===== src/rtl/pipelined_cpa_pkg.sv =====
// Shared helpers for the pipelined carry-propagate adder: slice sizing and
// elaboration-time parameter legality.
package pipelined_cpa_pkg;

    function automatic int ceil_div(input int n, input int d);
        return (n + d - 1) / d;
    endfunction

    // Width of the top slice once the lower slices take ceil_div bits each.
    function automatic int last_width(input int width, input int stages);
        return width - (stages - 1) * ceil_div(width, stages);
    endfunction

    function automatic bit params_ok(input int width, input int stages);
        return (width >= 4) && (width <= 64) &&
               (stages >= 1) && (stages <= 8) && (stages <= width) &&
               (last_width(width, stages) >= 1);
    endfunction

endpackage


===== src/rtl/pipelined_cpa_slice.sv =====
// Combinational ripple generate/propagate adder for one pipeline slice.
module cpa_slice #(
    parameter int SW = 8
) (
    input  logic [SW-1:0] a,
    input  logic [SW-1:0] b,
    input  logic          cin,
    output logic [SW-1:0] sum,
    output logic          cout,
    output logic          cmsb
);

    logic [SW-1:0] g;
    logic [SW-1:0] p;
    logic [SW:0]   c;

    assign g = a & b;
    assign p = a ^ b;

    always_comb begin
        c    = '0;
        c[0] = cin;
        for (int i = 0; i < SW; i++) begin
            c[i+1] = g[i] | (p[i] & c[i]);
        end
    end

    assign sum  = p ^ c[SW-1:0];
    assign cout = c[SW];
    assign cmsb = c[SW-1];

endmodule


===== src/rtl/pipelined_cpa.sv =====
// Carry-propagate adder/subtractor split into STAGES slices, one slice per
// pipeline stage, with per-stage valid bits and bubble-collapsing flow control.
module pipelined_cpa
    import pipelined_cpa_pkg::*;
#(
    parameter int WIDTH  = 32,
    parameter int STAGES = 4
) (
    input  logic             clk,
    input  logic             rst_n,
    input  logic             in_valid,
    output logic             in_ready,
    input  logic [WIDTH-1:0] a,
    input  logic [WIDTH-1:0] b,
    input  logic             cin,
    input  logic             sub,
    output logic             out_valid,
    input  logic             out_ready,
    output logic [WIDTH-1:0] sum,
    output logic             cout,
    output logic             ovf
);

    localparam int CW = ceil_div(WIDTH, STAGES);
    localparam int LW = last_width(WIDTH, STAGES);

    if (!params_ok(WIDTH, STAGES)) begin : g_bad_params
        $error("pipelined_cpa: illegal WIDTH/STAGES combination");
    end

    logic [STAGES-1:0] v_q;
    logic [STAGES-1:0] adv;
    logic [STAGES-1:0] free;
    logic [STAGES-1:0] load;
    logic              down_free;

    logic [WIDTH-1:0] a_in [STAGES];
    logic [WIDTH-1:0] b_in [STAGES];
    logic [WIDTH-1:0] s_in [STAGES];
    logic [WIDTH-1:0] s_nx [STAGES];
    logic             c_in [STAGES];
    logic             c_nx [STAGES];
    logic             cm_nx [STAGES];

    logic [WIDTH-1:0] a_q [STAGES];
    logic [WIDTH-1:0] b_q [STAGES];
    logic [WIDTH-1:0] s_q [STAGES];
    logic             c_q [STAGES];
    logic             cm_q;

    // Walk from the output back: a stage is free if empty or its successor can take its beat.
    always_comb begin
        adv       = '0;
        free      = '0;
        load      = '0;
        down_free = out_ready;
        for (int k = STAGES - 1; k >= 0; k--) begin
            adv[k]    = v_q[k] & down_free;
            free[k]   = ~v_q[k] | down_free;
            down_free = free[k];
        end
        load[0] = in_valid & free[0];
        for (int k = 1; k < STAGES; k++) begin
            load[k] = adv[k-1];
        end
    end

    for (genvar k = 0; k < STAGES; k++) begin : g_stage
        localparam int LO = k * CW;
        localparam int SW = (k == STAGES - 1) ? LW : CW;
        localparam logic [WIDTH-1:0] MASK = ((WIDTH'(1) << SW) - WIDTH'(1)) << LO;

        logic [SW-1:0] sl;

        if (k == 0) begin : g_head
            assign a_in[k] = a;
            assign b_in[k] = b ^ {WIDTH{sub}};
            assign s_in[k] = '0;
            assign c_in[k] = cin;
        end else begin : g_body
            assign a_in[k] = a_q[k-1];
            assign b_in[k] = b_q[k-1];
            assign s_in[k] = s_q[k-1];
            assign c_in[k] = c_q[k-1];
        end

        cpa_slice #(.SW(SW)) u_slice (
            .a    (a_in[k][LO +: SW]),
            .b    (b_in[k][LO +: SW]),
            .cin  (c_in[k]),
            .sum  (sl),
            .cout (c_nx[k]),
            .cmsb (cm_nx[k])
        );

        assign s_nx[k] = (s_in[k] & ~MASK) | (WIDTH'(sl) << LO);
    end

    always_ff @(posedge clk or negedge rst_n) begin
        if (!rst_n) begin
            v_q <= '0;
        end else begin
            for (int k = 0; k < STAGES; k++) begin
                if (load[k]) begin
                    v_q[k] <= 1'b1;
                end else if (adv[k]) begin
                    v_q[k] <= 1'b0;
                end
            end
        end
    end

    always_ff @(posedge clk) begin
        for (int k = 0; k < STAGES; k++) begin
            if (load[k]) begin
                a_q[k] <= a_in[k];
                b_q[k] <= b_in[k];
                s_q[k] <= s_nx[k];
                c_q[k] <= c_nx[k];
            end
        end
        if (load[STAGES-1]) begin
            cm_q <= cm_nx[STAGES-1];
        end
    end

    assign in_ready  = free[0];
    assign out_valid = v_q[STAGES-1];
    assign sum       = s_q[STAGES-1];
    assign cout      = c_q[STAGES-1];
    assign ovf       = c_q[STAGES-1] ^ cm_q;

endmodule


===== config.mk =====
export PLATFORM = sky130hd
export DESIGN_NAME = pipelined_cpa
export DESIGN_NICKNAME = d
export VERILOG_FILES = /design/src/rtl/pipelined_cpa_pkg.sv /design/src/rtl/pipelined_cpa_slice.sv /design/src/rtl/pipelined_cpa.sv
export SDC_FILE = /design/constraint.sdc
export NUM_CORES = 1
export LEC_CHECK = 0
export CORE_ASPECT_RATIO = 1.1
export CORE_MARGIN = 3
export CORE_UTILIZATION = 40
export CTS_CLUSTER_DIAMETER = 150
export DETAILED_ROUTE_END_ITERATION = 7
export SYNTH_ARGS = -nofsm -noshare
export SYNTH_HDL_FRONTEND = slang
export SYNTH_SLANG_ARGS = --single-unit

===== constraint.sdc =====
create_clock -name clk -period 9 [get_ports clk]
set_input_delay 1.35 -clock clk [delete_from_list [all_inputs] [get_ports clk]]
set_output_delay 1.35 -clock clk [all_outputs]
set_load 0.05 [all_outputs]

# --- After elaboration in Yosys (flattened, before gate mapping) ---
# Memory sizes are Yosys's and may differ from the RTL's.
# Index checks and enable logic that the tools add are counted.
# W data, S select, Z words.
classes:
  bitwise_logic: 94
  muxes: 16
  n_reduce_logical: 4
op_table:
  columns: ["operator", "n"]
  rows:
  - ["$xor A8 B8 Y8", 8]
  - ["$and A1 B1 Y1", 37]
  - ["$or A1 B1 Y1", 36]
  - ["$and A8 B8 Y8", 4]
  - ["$or A24 B32 Y32", 1]
  - ["$or A32 B16 Y32", 1]
  - ["$or A32 B24 Y32", 1]
  - ["$xor A32 B32 Y32", 1]
  - ["$mux W1", 16]
  - ["$reduce_bool A2 Y1", 4]
  - ["$not A1 Y1", 4]
  - ["$xor A1 B1 Y1", 1]
totals:
  ramBits: 388
  out_inout_bits: 36
  elab_cells: 123
  inputBits: 70
  ff_bits: 5
  memories: 4
memory_table:
  columns: ["memory", "depth", "word_bits", "read_ports", "rd_clocked_by_memory_dff", "write_ports", "line", "text"]
  rows:
  - ["a_q", 4, 32, 3, 0, 4, "pipelined_cpa.sv:45", "logic [WIDTH-1:0] a_q [STAGES];"]
  - ["b_q", 4, 32, 3, 0, 4, "pipelined_cpa.sv:46", "logic [WIDTH-1:0] b_q [STAGES];"]
  - ["s_q", 4, 32, 4, 0, 4, "pipelined_cpa.sv:47", "logic [WIDTH-1:0] s_q [STAGES];"]
  - ["c_q", 4, 1, 4, 0, 4, "pipelined_cpa.sv:48", "logic c_q [STAGES];"]

# --- Longest topological paths before layout ---
logic_depth:
  ltp_word: 18
  ltp_mapped: 13
  mapped_depth_nobuf: 12

# --- Modules after synthesis ---
# Synthesis repeated with hierarchy kept, for this count alone.
unflattened:
  hier_cells: 306
  hier_area_um2: 6771.5
modules_own_cells:
  columns: ["mod", "cells_per_inst", "seq_area_each_um2", "area_per_inst_um2", "n_inst"]
  rows:
  - ["pipelined_cpa", 234, 5535.3, 5980.7, 1]
  - ["cpa_slice", 18, 0.0, 197.7, 4]

# --- Least setup slack after synthesis ---
# OpenSTA, ideal clock, no wires.
synth_path:
  path_kind: "input to register"
  start: "input out_ready"
  end: "memory a_q[0][10] (enable)"
  setup_time_ns: 0.560
  required_time_ns: 8.440
  arrival_ns: 5.722
  slack_ns: 2.718
  n_path_buf: 0
  stages: 2
  path_cell_list: "and4b_4 > a21boi_0"
synth_rtl:
  columns: ["element", "line", "text"]
  rows:
  - ["start: declaration", "pipelined_cpa.sv:18", "input logic out_ready,"]
  - ["end: declaration", "pipelined_cpa.sv:45", null]

==> metrics.txt <==
run status=completed; Fin. Hold Viols=0; number of antenna violations at the first check in global routing=0; total of flip-flops plus latches after synthesis=approximately 190; maximum clock frequency=between 0.15 and 0.2 GHz; clock slew seen by the registers of the worst setup and hold paths=0.06 ns; wire length of the first global-routing pass=14600 um; synthesized area divided by synthesized cell count=between 20 and 25 sq um; num rows=roughly 50; horizontal die dimension=~130 um; Placed Cells=approximately 620; element type at the critical path end=flip-flop; area share of the largest cell type after synthesis=around 80%; Resize count post-CTS=0; Max Cap Viol=0; endpoint arrival time on the critical path=between 5 and 6 ns; Max VDD drop=0.000122 V; core region area=approximately 16000 sq um; initial core utilization=around 41%; cell with the most instances after synthesis=sky130_fd_sc_hd__edfxtp_1; required time of the critical path=9.16 ns; CP Launch Type=input pin; residual antenna-violating net count after detailed routing=0; Final Routed Wirelength=roughly 9000 um; sequential fraction of the synthesis area=between 80% and 90%; count of endpoints failing setup in the final report=0; leading cell types by count after synthesis=181 x sky130_fd_sc_hd__edfxtp_1, 44 x sky130_fd_sc_hd__inv_1, 32 x sky130_fd_sc_hd__fa_1; final critical path time including I/O delays and setup=~5.2 ns; CTS buffer count=17; count of input and output buffers=around 110; pin count of the biggest net entering global routing=58; nets=around 540; TritonCTS clock tree=built; Syn-to-layout area delta=27.3%; Net Count, Synth=412; cell at the root of the clock tree=sky130_fd_sc_hd__clkbuf_16; Tightest Hold Check Type=flip-flop to flip-flop; main combinational cell family by area after synthesis=adder cells; Tot GR Track Use=about 11%; number of placed I/O pins=about 110; Detailed Route Iter0 Violations=224; warnings from Yosys=0; RSZ-0062 raised after global routing=false; buffers from clock root to sink, at most=2; global-route congestion overflow total=0; overall die area=about 19000 sq um; number of enable-type register cells in the synthesized netlist=181; Critical path origin=sub; Clk Latency, worst-skew pair=around 0.41 ns; share of layout cells above drive strength 1=just under 9%; arithmetic-cell share of the synthesized area counting full adders, half adders and majority gates=9.44%; CP Class=input pin to flip-flop; drt pass-1 iters=4; count of hold buffers inserted by post-cts repair=0; slowest CP cell=sky130_fd_sc_hd__buf_4; number of global-route vias before repair=~3000; Worst R2R Start=a_q[1][16]; drt drc=0; number of clock sinks=around 190; Max H-tree Level=4; final weighted congestion in routability-driven placement=roughly 0.73; post-DR vias/cell=approximately 4.3; register-to-register setup slack=5.26 ns; leak pwr=approximately 3.2 nW; number of diodes added for antenna fixing=0; multiplexer share of the synthesized area=0%; overall via count from detail_route=between 2000 and 3000; cells traversed along the worst timing path=buf_2 -> buf_4 -> xor2_1 -> fa_1 -> inv_1 -> fa_1 -> fa_1 -> fa_1 -> fa_1 -> fa_1 -> fa_1 -> inv_1 -> fa_1; Cells after Synth=between 300 and 400; predominant post-synthesis flop cell=sky130_fd_sc_hd__edfxtp_1; cell area after technology mapping=approximately 6800 sq um; post-CTS setup buffer count=0; setup_tns=0 ns; height of the die=143 um; cell types occupying the most area after synthesis=sky130_fd_sc_hd__edfxtp_1 80%, sky130_fd_sc_hd__fa_1 9.4%, sky130_fd_sc_hd__xor2_1 3.5%, sky130_fd_sc_hd__inv_1 2.4%, sky130_fd_sc_hd__dfrtp_1 1.5%; total half-perimeter wirelength after legalization and detailed placement=between 6000 and 7000 um; worst slew margin relative to its limit=between 40 and 50%; post-route insts no fill=651; slew of the pin with the lowest slew margin=~0.82 ns; peak fanout along the critical path=32; distinct cell type count of the synthesized netlist=16; xor and xnor fraction of the mapped netlist area=between 4 and 5%; WL/cell=around 14 um; fill cell count=1327; number of buffers and inverters on the critical path=4; compound-cell area share of the yosys netlist=less than 1%; worst setup skew after layout=around 0.0075 ns; fraction of the core area covered by cells at the end of the flow=around 52%; pwr/cell area=between 200 and 300 nW/um^2; Simple-Gate Fraction of Synth Area=less than 1%; fraction of registers with async set/reset=about 2.2%; post-route clock period utilization=a little under three fifths; cell with the most instances on the worst path=sky130_fd_sc_hd__fa_1; CP peak stage delay=~0.44 ns; final-report max-slew violation count=0; source of the worst hold timing path=s_q[1][2]; cell type group with the largest total delay on the critical path=adder cells; top cell type by total area after synthesis=sky130_fd_sc_hd__edfxtp_1
==> metal layers <==
metal	vias to the layer above	global-route usage, %	wire length, um	part of all wire (%)
met5	-	0	0	0
met2	69	18.6	4990	54
met3	20	3.07	367	4.0
li1	1334	-	-	-
met1	1386	11.5	3530	38
met4	0	6.62	296	3.2
==> layout make-up <==
cell class | count | area, sq um | area share, %
Multi-Input combinational cell | 77 | 1050 | 12.1
Tap cell | 204 | 255 | 2.95
Clock inverter | 14 | 131 | 1.52
Timing Repair Buffer | 109 | 1080 | 12.5
Clock buffer | 18 | 429 | 4.97
Inverter | 44 | 165 | 1.91
Sequential cell | 185 | 5540 | 64.1
==> final timing paths <==
path / endpoint / depth (start not counted)
worst max-delay path: s_q[0][7] / 13
worst min-delay path: s_q[2][2] / 0
worst max register to register: s_q[2][23] / 12
worst min register to register: s_q[2][2] / 0
max in group asynchronous: v_q[0] / 1
min in group asynchronous: v_q[3] / 1
==> layout by cell type (no fill, tap or decap), types with 2 or more instances in the layout <==
cell type,n
sky130_fd_sc_hd__clkinv_2,6
sky130_fd_sc_hd__xor2_1,27
sky130_fd_sc_hd__clkinv_1,2
sky130_fd_sc_hd__a21o_1,2
sky130_fd_sc_hd__clkbuf_16,17
sky130_fd_sc_hd__bufinv_16,2
sky130_fd_sc_hd__fa_1,32
sky130_fd_sc_hd__a21boi_4,2
sky130_fd_sc_hd__clkinv_4,2
sky130_fd_sc_hd__inv_1,44
sky130_fd_sc_hd__buf_4,4
sky130_fd_sc_hd__edfxtp_1,181
sky130_fd_sc_hd__clkdlybuf4s50_1,104
sky130_fd_sc_hd__xnor2_1,6
sky130_fd_sc_hd__nand2b_1,2
sky130_fd_sc_hd__dfrtp_1,4
==> through the flow <==
stage          hold slack, ns  setup WS (ns)  area [sq um]  power, mW
2_1_floorplan           0.400           2.72          6790       1.36
3_3_place_gp            0.401           3.41          8080       1.48
3_5_place_dp            0.405           3.34          8080       1.49
4_1_cts                 0.414           3.80          8640       2.19
5_1_grt                 0.421           3.63          8640       2.27
6_report                0.411           3.82          8640       2.16
==> state kept, by name (all words and copies together), names as in the netlist <==
register / cells
c_q: 4
b_q: 48
v_q: 4
a_q: 48
s_q: 80
cm_q: 1
==> power breakdown <==
part,total [mW],internal (mW),switching (mW)
combinational,0.321,0.116,0.204
sequential,1.14,1.11,0.0341
clock,0.701,0.405,0.295
total,2.16,1.63,0.534
==> cells by family after synthesis <==
family | after synthesis
AOI/OAI and AO/OA | 4
xor gates and xnor gates | 33
adders and majority gates | 32
buffers and inverters | 48
DFF | 185
and+or+nand+nor | 8
No activity file was read; power rests on OpenSTA's default activity.
